==> src/rtl/uart_pkg.sv <==
// Shared register map, status/control bit positions and address decode
// for the UART FIFO controller.
package uart_pkg;

    // Register offsets from the window base
    localparam logic [31:0] OFF_RX_DATA = 32'h0000_0000;
    localparam logic [31:0] OFF_TX_DATA = 32'h0000_0004;
    localparam logic [31:0] OFF_STAT    = 32'h0000_0008;
    localparam logic [31:0] OFF_CTRL    = 32'h0000_000C;
    localparam logic [31:0] OFF_LEVEL   = 32'h0000_0010;

    // STAT bit indices
    localparam int unsigned STAT_RX_EMPTY = 0;
    localparam int unsigned STAT_RX_FULL  = 1;
    localparam int unsigned STAT_TX_EMPTY = 2;
    localparam int unsigned STAT_TX_FULL  = 3;
    localparam int unsigned STAT_OVR      = 4;
    localparam int unsigned STAT_FERR     = 5;
    localparam int unsigned STAT_TX_OVF   = 6;

    // CTRL bit indices
    localparam int unsigned CTRL_RX_IE    = 0;
    localparam int unsigned CTRL_TX_IE    = 1;
    localparam int unsigned CTRL_ERR_IE   = 2;
    localparam int unsigned CTRL_RX_FLUSH = 3;
    localparam int unsigned CTRL_TX_FLUSH = 4;

    typedef enum logic [2:0] {
        REG_NONE,
        REG_RX_DATA,
        REG_TX_DATA,
        REG_STAT,
        REG_CTRL,
        REG_LEVEL
    } reg_sel_e;

    // Map a window-relative offset to a register select
    function automatic reg_sel_e decode_offset(input logic [31:0] off);
        case (off)
            OFF_RX_DATA: decode_offset = REG_RX_DATA;
            OFF_TX_DATA: decode_offset = REG_TX_DATA;
            OFF_STAT:    decode_offset = REG_STAT;
            OFF_CTRL:    decode_offset = REG_CTRL;
            OFF_LEVEL:   decode_offset = REG_LEVEL;
            default:     decode_offset = REG_NONE;
        endcase
    endfunction

endpackage

==> src/rtl/uart_sync_fifo.sv <==
// Single-clock FIFO with combinational head output, synchronous flush and
// an occupancy count. Push on a full FIFO succeeds only with a same-cycle pop;
// flush overrides push and pop.
module uart_sync_fifo #(
    parameter int unsigned WIDTH = 8,
    parameter int unsigned DEPTH = 8
) (
    input  logic                       clk,
    input  logic                       rst,
    input  logic                       push,
    input  logic                       pop,
    input  logic                       flush,
    input  logic [WIDTH-1:0]           din,
    output logic [WIDTH-1:0]           dout,
    output logic                       empty,
    output logic                       full,
    output logic [$clog2(DEPTH):0]     count
);
    import uart_pkg::*;

    localparam int unsigned AW = $clog2(DEPTH);

    logic [WIDTH-1:0] mem_q [DEPTH];
    logic [AW-1:0]    wr_ptr_q, wr_ptr_d;
    logic [AW-1:0]    rd_ptr_q, rd_ptr_d;
    logic [AW:0]      count_q, count_d;
    logic             push_ok, pop_ok;

    assign empty = (count_q == '0);
    assign full  = (count_q == (AW+1)'(DEPTH));
    assign count = count_q;
    assign dout  = mem_q[rd_ptr_q];

    // Pointer and count next-state, flush taking priority
    always_comb begin
        pop_ok   = pop && !empty && !flush;
        push_ok  = push && (!full || pop_ok) && !flush;
        wr_ptr_d = wr_ptr_q;
        rd_ptr_d = rd_ptr_q;
        count_d  = count_q;
        if (flush) begin
            wr_ptr_d = '0;
            rd_ptr_d = '0;
            count_d  = '0;
        end else begin
            if (push_ok) wr_ptr_d = wr_ptr_q + AW'(1);
            if (pop_ok)  rd_ptr_d = rd_ptr_q + AW'(1);
            case ({push_ok, pop_ok})
                2'b10:   count_d = count_q + (AW+1)'(1);
                2'b01:   count_d = count_q - (AW+1)'(1);
                default: count_d = count_q;
            endcase
        end
    end

    // Pointer and count registers
    always_ff @(posedge clk or posedge rst) begin
        if (rst) begin
            wr_ptr_q <= '0;
            rd_ptr_q <= '0;
            count_q  <= '0;
        end else begin
            wr_ptr_q <= wr_ptr_d;
            rd_ptr_q <= rd_ptr_d;
            count_q  <= count_d;
        end
    end

    // Storage array; contents are don't-care while empty
    always_ff @(posedge clk) begin
        if (push_ok) mem_q[wr_ptr_q] <= din;
    end

endmodule

==> src/rtl/uart_fifo_ctrl.sv <==
// UART FIFO controller: Wishbone-lite register window in front of an RX
// FIFO (filled by the deserializer) and a TX FIFO (drained by the
// serializer), with sticky error flags and a level interrupt.
module uart_fifo_ctrl #(
    parameter int unsigned DATA_W    = 8,
    parameter int unsigned RX_DEPTH  = 8,
    parameter int unsigned TX_DEPTH  = 8,
    parameter logic [31:0] BASE_ADDR = 32'h3000_0000
) (
    input  logic              clk,
    input  logic              rst,
    input  logic              i_wb_valid,
    input  logic [31:0]       i_wb_adr,
    input  logic              i_wb_we,
    input  logic [31:0]       i_wb_dat,
    input  logic [3:0]        i_wb_sel,
    output logic              o_wb_ack,
    output logic [31:0]       o_wb_dat,
    input  logic              i_rx_valid,
    input  logic [DATA_W-1:0] i_rx_data,
    input  logic              i_frame_err,
    output logic              o_tx_valid,
    output logic [DATA_W-1:0] o_tx_data,
    input  logic              i_tx_ready,
    output logic              o_irq
);
    import uart_pkg::*;

    localparam int unsigned RX_CW = $clog2(RX_DEPTH) + 1;
    localparam int unsigned TX_CW = $clog2(TX_DEPTH) + 1;

    // Registered state
    logic        ack_q, ack_d;
    logic [31:0] dat_q, dat_d;
    logic        irq_q, irq_d;
    logic [2:0]  ctrl_q, ctrl_d;
    logic        ovr_q, ovr_d;
    logic        ferr_q, ferr_d;
    logic        txovf_q, txovf_d;

    // FIFO interface
    logic              rx_push, rx_pop, rx_flush, rx_empty, rx_full;
    logic              tx_push, tx_pop, tx_flush, tx_empty, tx_full;
    logic [DATA_W-1:0] rx_dout, tx_dout;
    logic [RX_CW-1:0]  rx_count;
    logic [TX_CW-1:0]  tx_count;

    // Bus decode and datapath helpers
    reg_sel_e    sel;
    logic        accept, rd, wr;
    logic        rx_push_req, tx_push_req, stat_clr;
    logic [31:0] stat, level, rdata;
    logic        unused_ok;

    assign unused_ok = &{1'b0, i_wb_sel, i_wb_dat};

    // Transaction accept, FIFO control, sticky flags, read mux, irq
    always_comb begin
        sel    = decode_offset(i_wb_adr - BASE_ADDR);
        accept = i_wb_valid && !ack_q;
        rd     = accept && !i_wb_we;
        wr     = accept && i_wb_we;

        rx_pop      = rd && (sel == REG_RX_DATA) && !rx_empty;
        rx_flush    = wr && (sel == REG_CTRL) && i_wb_dat[CTRL_RX_FLUSH];
        rx_push_req = i_rx_valid && !i_frame_err;
        rx_push     = rx_push_req && (!rx_full || rx_pop);

        tx_pop      = !tx_empty && i_tx_ready;
        tx_flush    = wr && (sel == REG_CTRL) && i_wb_dat[CTRL_TX_FLUSH];
        tx_push_req = wr && (sel == REG_TX_DATA);
        tx_push     = tx_push_req && (!tx_full || tx_pop);

        // Sticky flags: a set event wins over the clear-on-read
        stat_clr = rd && (sel == REG_STAT);
        ovr_d    = (rx_push_req && rx_full && !rx_pop) || (ovr_q && !stat_clr);
        ferr_d   = (i_rx_valid && i_frame_err) || (ferr_q && !stat_clr);
        txovf_d  = (tx_push_req && tx_full && !tx_pop) || (txovf_q && !stat_clr);

        ctrl_d = ctrl_q;
        if (wr && (sel == REG_CTRL)) ctrl_d = i_wb_dat[2:0];

        stat                = '0;
        stat[STAT_RX_EMPTY] = rx_empty;
        stat[STAT_RX_FULL]  = rx_full;
        stat[STAT_TX_EMPTY] = tx_empty;
        stat[STAT_TX_FULL]  = tx_full;
        stat[STAT_OVR]      = ovr_q;
        stat[STAT_FERR]     = ferr_q;
        stat[STAT_TX_OVF]   = txovf_q;

        level = {{(16-TX_CW){1'b0}}, tx_count, {(16-RX_CW){1'b0}}, rx_count};

        case (sel)
            REG_RX_DATA: rdata = rx_empty ? '0 : {{(32-DATA_W){1'b0}}, rx_dout};
            REG_STAT:    rdata = stat;
            REG_CTRL:    rdata = {29'b0, ctrl_q};
            REG_LEVEL:   rdata = level;
            default:     rdata = '0;
        endcase

        ack_d = accept;
        dat_d = rd ? rdata : dat_q;

        irq_d = (ctrl_q[CTRL_RX_IE] && !rx_empty) ||
                (ctrl_q[CTRL_TX_IE] && tx_empty) ||
                (ctrl_q[CTRL_ERR_IE] && (ovr_q || ferr_q || txovf_q));
    end

    // Bus response, control and flag registers
    always_ff @(posedge clk or posedge rst) begin
        if (rst) begin
            ack_q   <= 1'b0;
            dat_q   <= '0;
            irq_q   <= 1'b0;
            ctrl_q  <= '0;
            ovr_q   <= 1'b0;
            ferr_q  <= 1'b0;
            txovf_q <= 1'b0;
        end else begin
            ack_q   <= ack_d;
            dat_q   <= dat_d;
            irq_q   <= irq_d;
            ctrl_q  <= ctrl_d;
            ovr_q   <= ovr_d;
            ferr_q  <= ferr_d;
            txovf_q <= txovf_d;
        end
    end

    assign o_wb_ack   = ack_q;
    assign o_wb_dat   = dat_q;
    assign o_irq      = irq_q;
    assign o_tx_valid = !tx_empty;
    // Gate the head so the output is 0 when nothing valid is stored
    assign o_tx_data  = tx_empty ? '0 : tx_dout;

    uart_sync_fifo #(
        .WIDTH (DATA_W),
        .DEPTH (RX_DEPTH)
    ) u_rx_fifo (
        .clk   (clk),
        .rst   (rst),
        .push  (rx_push),
        .pop   (rx_pop),
        .flush (rx_flush),
        .din   (i_rx_data),
        .dout  (rx_dout),
        .empty (rx_empty),
        .full  (rx_full),
        .count (rx_count)
    );

    uart_sync_fifo #(
        .WIDTH (DATA_W),
        .DEPTH (TX_DEPTH)
    ) u_tx_fifo (
        .clk   (clk),
        .rst   (rst),
        .push  (tx_push),
        .pop   (tx_pop),
        .flush (tx_flush),
        .din   (i_wb_dat[DATA_W-1:0]),
        .dout  (tx_dout),
        .empty (tx_empty),
        .full  (tx_full),
        .count (tx_count)
    );

endmodule

==> config.mk <==
export PLATFORM = sky130hd
export DESIGN_NAME = uart_fifo_ctrl
export DESIGN_NICKNAME = d
export VERILOG_FILES = /design/src/rtl/uart_pkg.sv /design/src/rtl/uart_sync_fifo.sv /design/src/rtl/uart_fifo_ctrl.sv
export SDC_FILE = /design/constraint.sdc
export NUM_CORES = 1
export LEC_CHECK = 0
export CORE_ASPECT_RATIO = 0.75
export CORE_MARGIN = 2
export CORE_UTILIZATION = 49
export CTS_CLUSTER_SIZE = 10
export DETAILED_ROUTE_END_ITERATION = 12
export GPL_ROUTABILITY_DRIVEN = 1
export GPL_TIMING_DRIVEN = 1
export MAX_ROUTING_LAYER = met4
export PLACE_DENSITY_LB_ADDON = 0.1
export RECOVER_POWER = 25
export SETUP_SLACK_MARGIN = 0.05
export SYNTH_ARGS = -nofsm -noshare
export SYNTH_HDL_FRONTEND = slang
export SYNTH_HIERARCHICAL = 1
export SYNTH_SLANG_ARGS = --single-unit
==> constraint.sdc <==
create_clock -name clk -period 3.5 [get_ports clk]
set_clock_uncertainty 0.05 [all_clocks]
set_input_delay 0.35 -clock clk [delete_from_list [all_inputs] [get_ports clk]]
set_output_delay 0.35 -clock clk [all_outputs]
set_load 0.005 [all_outputs]
==> flow_summary.json <==
{
  "initial_utilization": 0.508,
  "fin_nets": 738,
  "relSlewSlack": 0.339,
  "drt_iter0_markers": 354,
  "hpwlAfterDp_um": 12600,
  "synthTopCellsByCount": "edfxtp_1, dfrtp_1, mux4_2",
  "diodes": 0,
  "synth_edf_count": 128,
  "hold_viol_final": 0,
  "final_core_util": 0.637,
  "totalWireLength_um": 17700,
  "ys.flop_type": "edfxtp_1",
  "vdd_drop_max_mv": 0.349,
  "rsz0062_at_grt": "no",
  "period_needed_ps": 3280,
  "crit_family": "simple AND/OR/NAND/NOR gates",
  "fillers": 1131,
  "drive_above_1_share": 0.279,
  "synth_cell_type_count": 66,
  "io_buffer_count": 77,
  "ant_nets": 0,
  "synth_top_area_frac": 0.491,
  "cp-end-kind": "flop",
  "outcome": "complete, no violations",
  "post_drt_wl_per_cell_um": 20.6,
  "avgViaCountPerCell": 5.76,
  "grt_max_degree": 21,
  "worstSetupStartpointType": "flop",
  "die_y_um": 113,
  "dieWidth_um": 150,
  "r2r_start": "u_rx_fifo/count[0]",
  "critPathMaxStageDelay_ps": 580,
  "cts_max_level": 4,
  "cp.buffers_inverters": 2,
  "numCtsBuffers": 17,
  "async_flop_share": 0.238,
  "vias": 4966,
  "crit_start": "u_rx_fifo/count[0]",
  "grt_pass1_wl_um": 27500,
  "max_freq_mhz": 305,
  "track_usage": 0.226,
  "gp_congestion": 0.887,
  "path_cells": "or4_4 -> inv_2 -> nor3_4 -> nand4_1 -> nor4_4 -> nor2b_2 -> nor3b_1 -> buf_4 -> nand2b_1 -> nor3_4 -> ha_1 -> a211o_2 -> o211ai_1 -> o211ai_1 -> a31oi_1",
  "io_pins": 126,
  "drt_pre_antenna_iters": 5,
  "rr_worst_depth": 15,
  "placementRows": 39,
  "cp.arrival_ps": 3570,
  "cp.required_ps": 3790,
  "dieArea_mm2": 0.0170,
  "cts.sinks": 168,
  "finalSetupViolCount": 0,
  "cp_max_fo": 5,
  "cp_slowest_cell": "or4_4",
  "max_cap_violations": 0,
  "timing.rr.end": "u_rx_fifo/count[3]",
  "rrSetupSlack_ps": 220,
  "min_period_over_period": 0.936,
  "synth-seq-cells": 168,
  "yosysSeqAreaShare": 0.619,
  "yosysMostFrequentCell": "edfxtp_1",
  "worst_pin_slew_ps": 987,
  "power.density_mw_per_mm2": 621,
  "cts_root_buf": "clkbuf_16",
  "synthTopCellsByArea": "edfxtp_1, dfrtp_1, mux4_2, mux2_2, buf_4",
  "synth_top_area_cell": "edfxtp_1",
  "critical_path_class": "flop to flop",
  "post_cts_buffers": 0,
  "avgSynthCellArea_um2": 15.4,
  "coreArea_mm2": 0.0154,
  "clockBufferDepth": 2,
  "leakage_nw": 3.66,
  "synth_area_mm2": 0.00783,
  "synth_cells": 508,
  "clock_latency_ps": 430,
  "holdCritPathClass": "input pin to async pin",
  "yosysWarnings": 6,
  "area_growth_pct": 25.5,
  "clk_pin_slew_ps": 70,
  "cts_tree": "yes",
  "first_global_vias": 4981,
  "antenna_found_initial": 0,
  "drc_errors": 0,
  "total_power_mw": 6.10,
  "grt_overflow_total": 0,
  "final_max_slew_viol_count": 0
}
[per-layer routing]
| layer | part of all wire | vias to the layer above | wire length [µm] | track usage |
|---|---|---|---|---|
| met1 | 0.47 | 2574 | 8360 | 0.332 |
| li1 | - | 2227 | - | - |
| met4 | 0.0064 | 0 | 114 | 0.0478 |
| met2 | 0.46 | 158 | 8180 | 0.326 |
| met5 | 0 | - | 0 | - |
| met3 | 0.060 | 7 | 1060 | 0.0544 |
[layout make-up]
| class | instances | area (µm²) | area share |
|---|---|---|---|
| flip-flops and latches | 168 | 4840 | 0.493 |
| multi-input cells | 299 | 2770 | 0.282 |
| repair buffers | 141 | 1260 | 0.129 |
| clock buffers | 18 | 429 | 0.0437 |
| well taps | 205 | 256 | 0.0261 |
| clock inverters | 13 | 191 | 0.0195 |
| inverters | 18 | 67.6 | 0.00688 |
[cells in the final DEF (no fill, tap or decap), types with 17 or more instances in the layout]
cell	count
conb_1	20
dfrtp_1	40
buf_4	63
edfxtp_1	128
nand2_1	24
nor2_1	19
clkdlybuf4s50_1	66
mux4_2	32
clkbuf_16	17
inv_1	17
[metrics by stage]
| step | hold WS, ps | setup WS, ps | std cells | instance area [µm²] | setup TNS (ps) |
|---|---|---|---|---|---|
| after global routing | 413 | 70.8 | 862 | 9820 | 0 |
| after global placement | 409 | -76.0 | 831 | 9190 | -598 |
| after CTS | 285 | 134 | 862 | 9810 | 0 |
| after detailed placement | 418 | -82.1 | 831 | 9190 | -1080 |
| after floorplan | 140 | -51.5 | 527 | 7930 | -412 |
| final | 410 | 222 | 862 | 9820 | 0 |
[logic make-up (layout without fill, tap and decap cells)]
logic type,count (synthesis),in the layout,synth area share
muxes,54,54,0.125
and+or+nand+nor,140,140,0.119
other,1,20,0.000479
adders and majority gates,11,11,0.0192
AOI/OAI and AO/OA,62,62,0.0617
DFF,168,168,0.619
xor gates and xnor gates,12,12,0.0134
buffers and inverters,60,190,0.0433
[power breakdown]
part,total [mW],switching [mW],internal (mW),leakage [nW]
clock network,1.98,0.778,1.20,0.301
registers,2.46,0.169,2.29,1.68
logic,1.66,0.770,0.887,1.68
total,6.10,1.72,4.38,3.66
[worst max path at each step]
| stage | slack, ps | endpoint | cells past startpoint |
|---|---|---|---|
| floorplan | -50 | u_rx_fifo/mem_q[4][0] | 12 |
| global placement | -80 | u_rx_fifo/mem_q[7][6] | 11 |
| detailed placement | -80 | u_rx_fifo/count[3] | 13 |
| CTS | 130 | u_tx_fifo/count[3] | 12 |
| global route | 70 | u_rx_fifo/count[3] | 15 |
| finish | 220 | u_rx_fifo/count[3] | 15 |
[sequential cells by signal, indices dropped and copies added (netlist names)]
signal	count
u_rx_fifo/rd_ptr_q	3
o_irq	1
ctrl_q	3
ferr_q	1
u_tx_fifo/wr_ptr_q	3
o_wb_ack	1
u_tx_fifo/rd_ptr_q	3
txovf_q	1
u_tx_fifo/count	4
ovr_q	1
u_rx_fifo/wr_ptr_q	3
u_rx_fifo/count	4
u_tx_fifo/mem_q	64
o_wb_dat	12
u_rx_fifo/mem_q	64
[repair_timing]
action / 4_1_cts / 5_1_grt
endpoints found under the setup margin: 1 / 2
hold buffers: 0 / 0
resized for setup: 1 / 3
pin swaps: 0 / 1
Power figures use the tool's default switching activity.
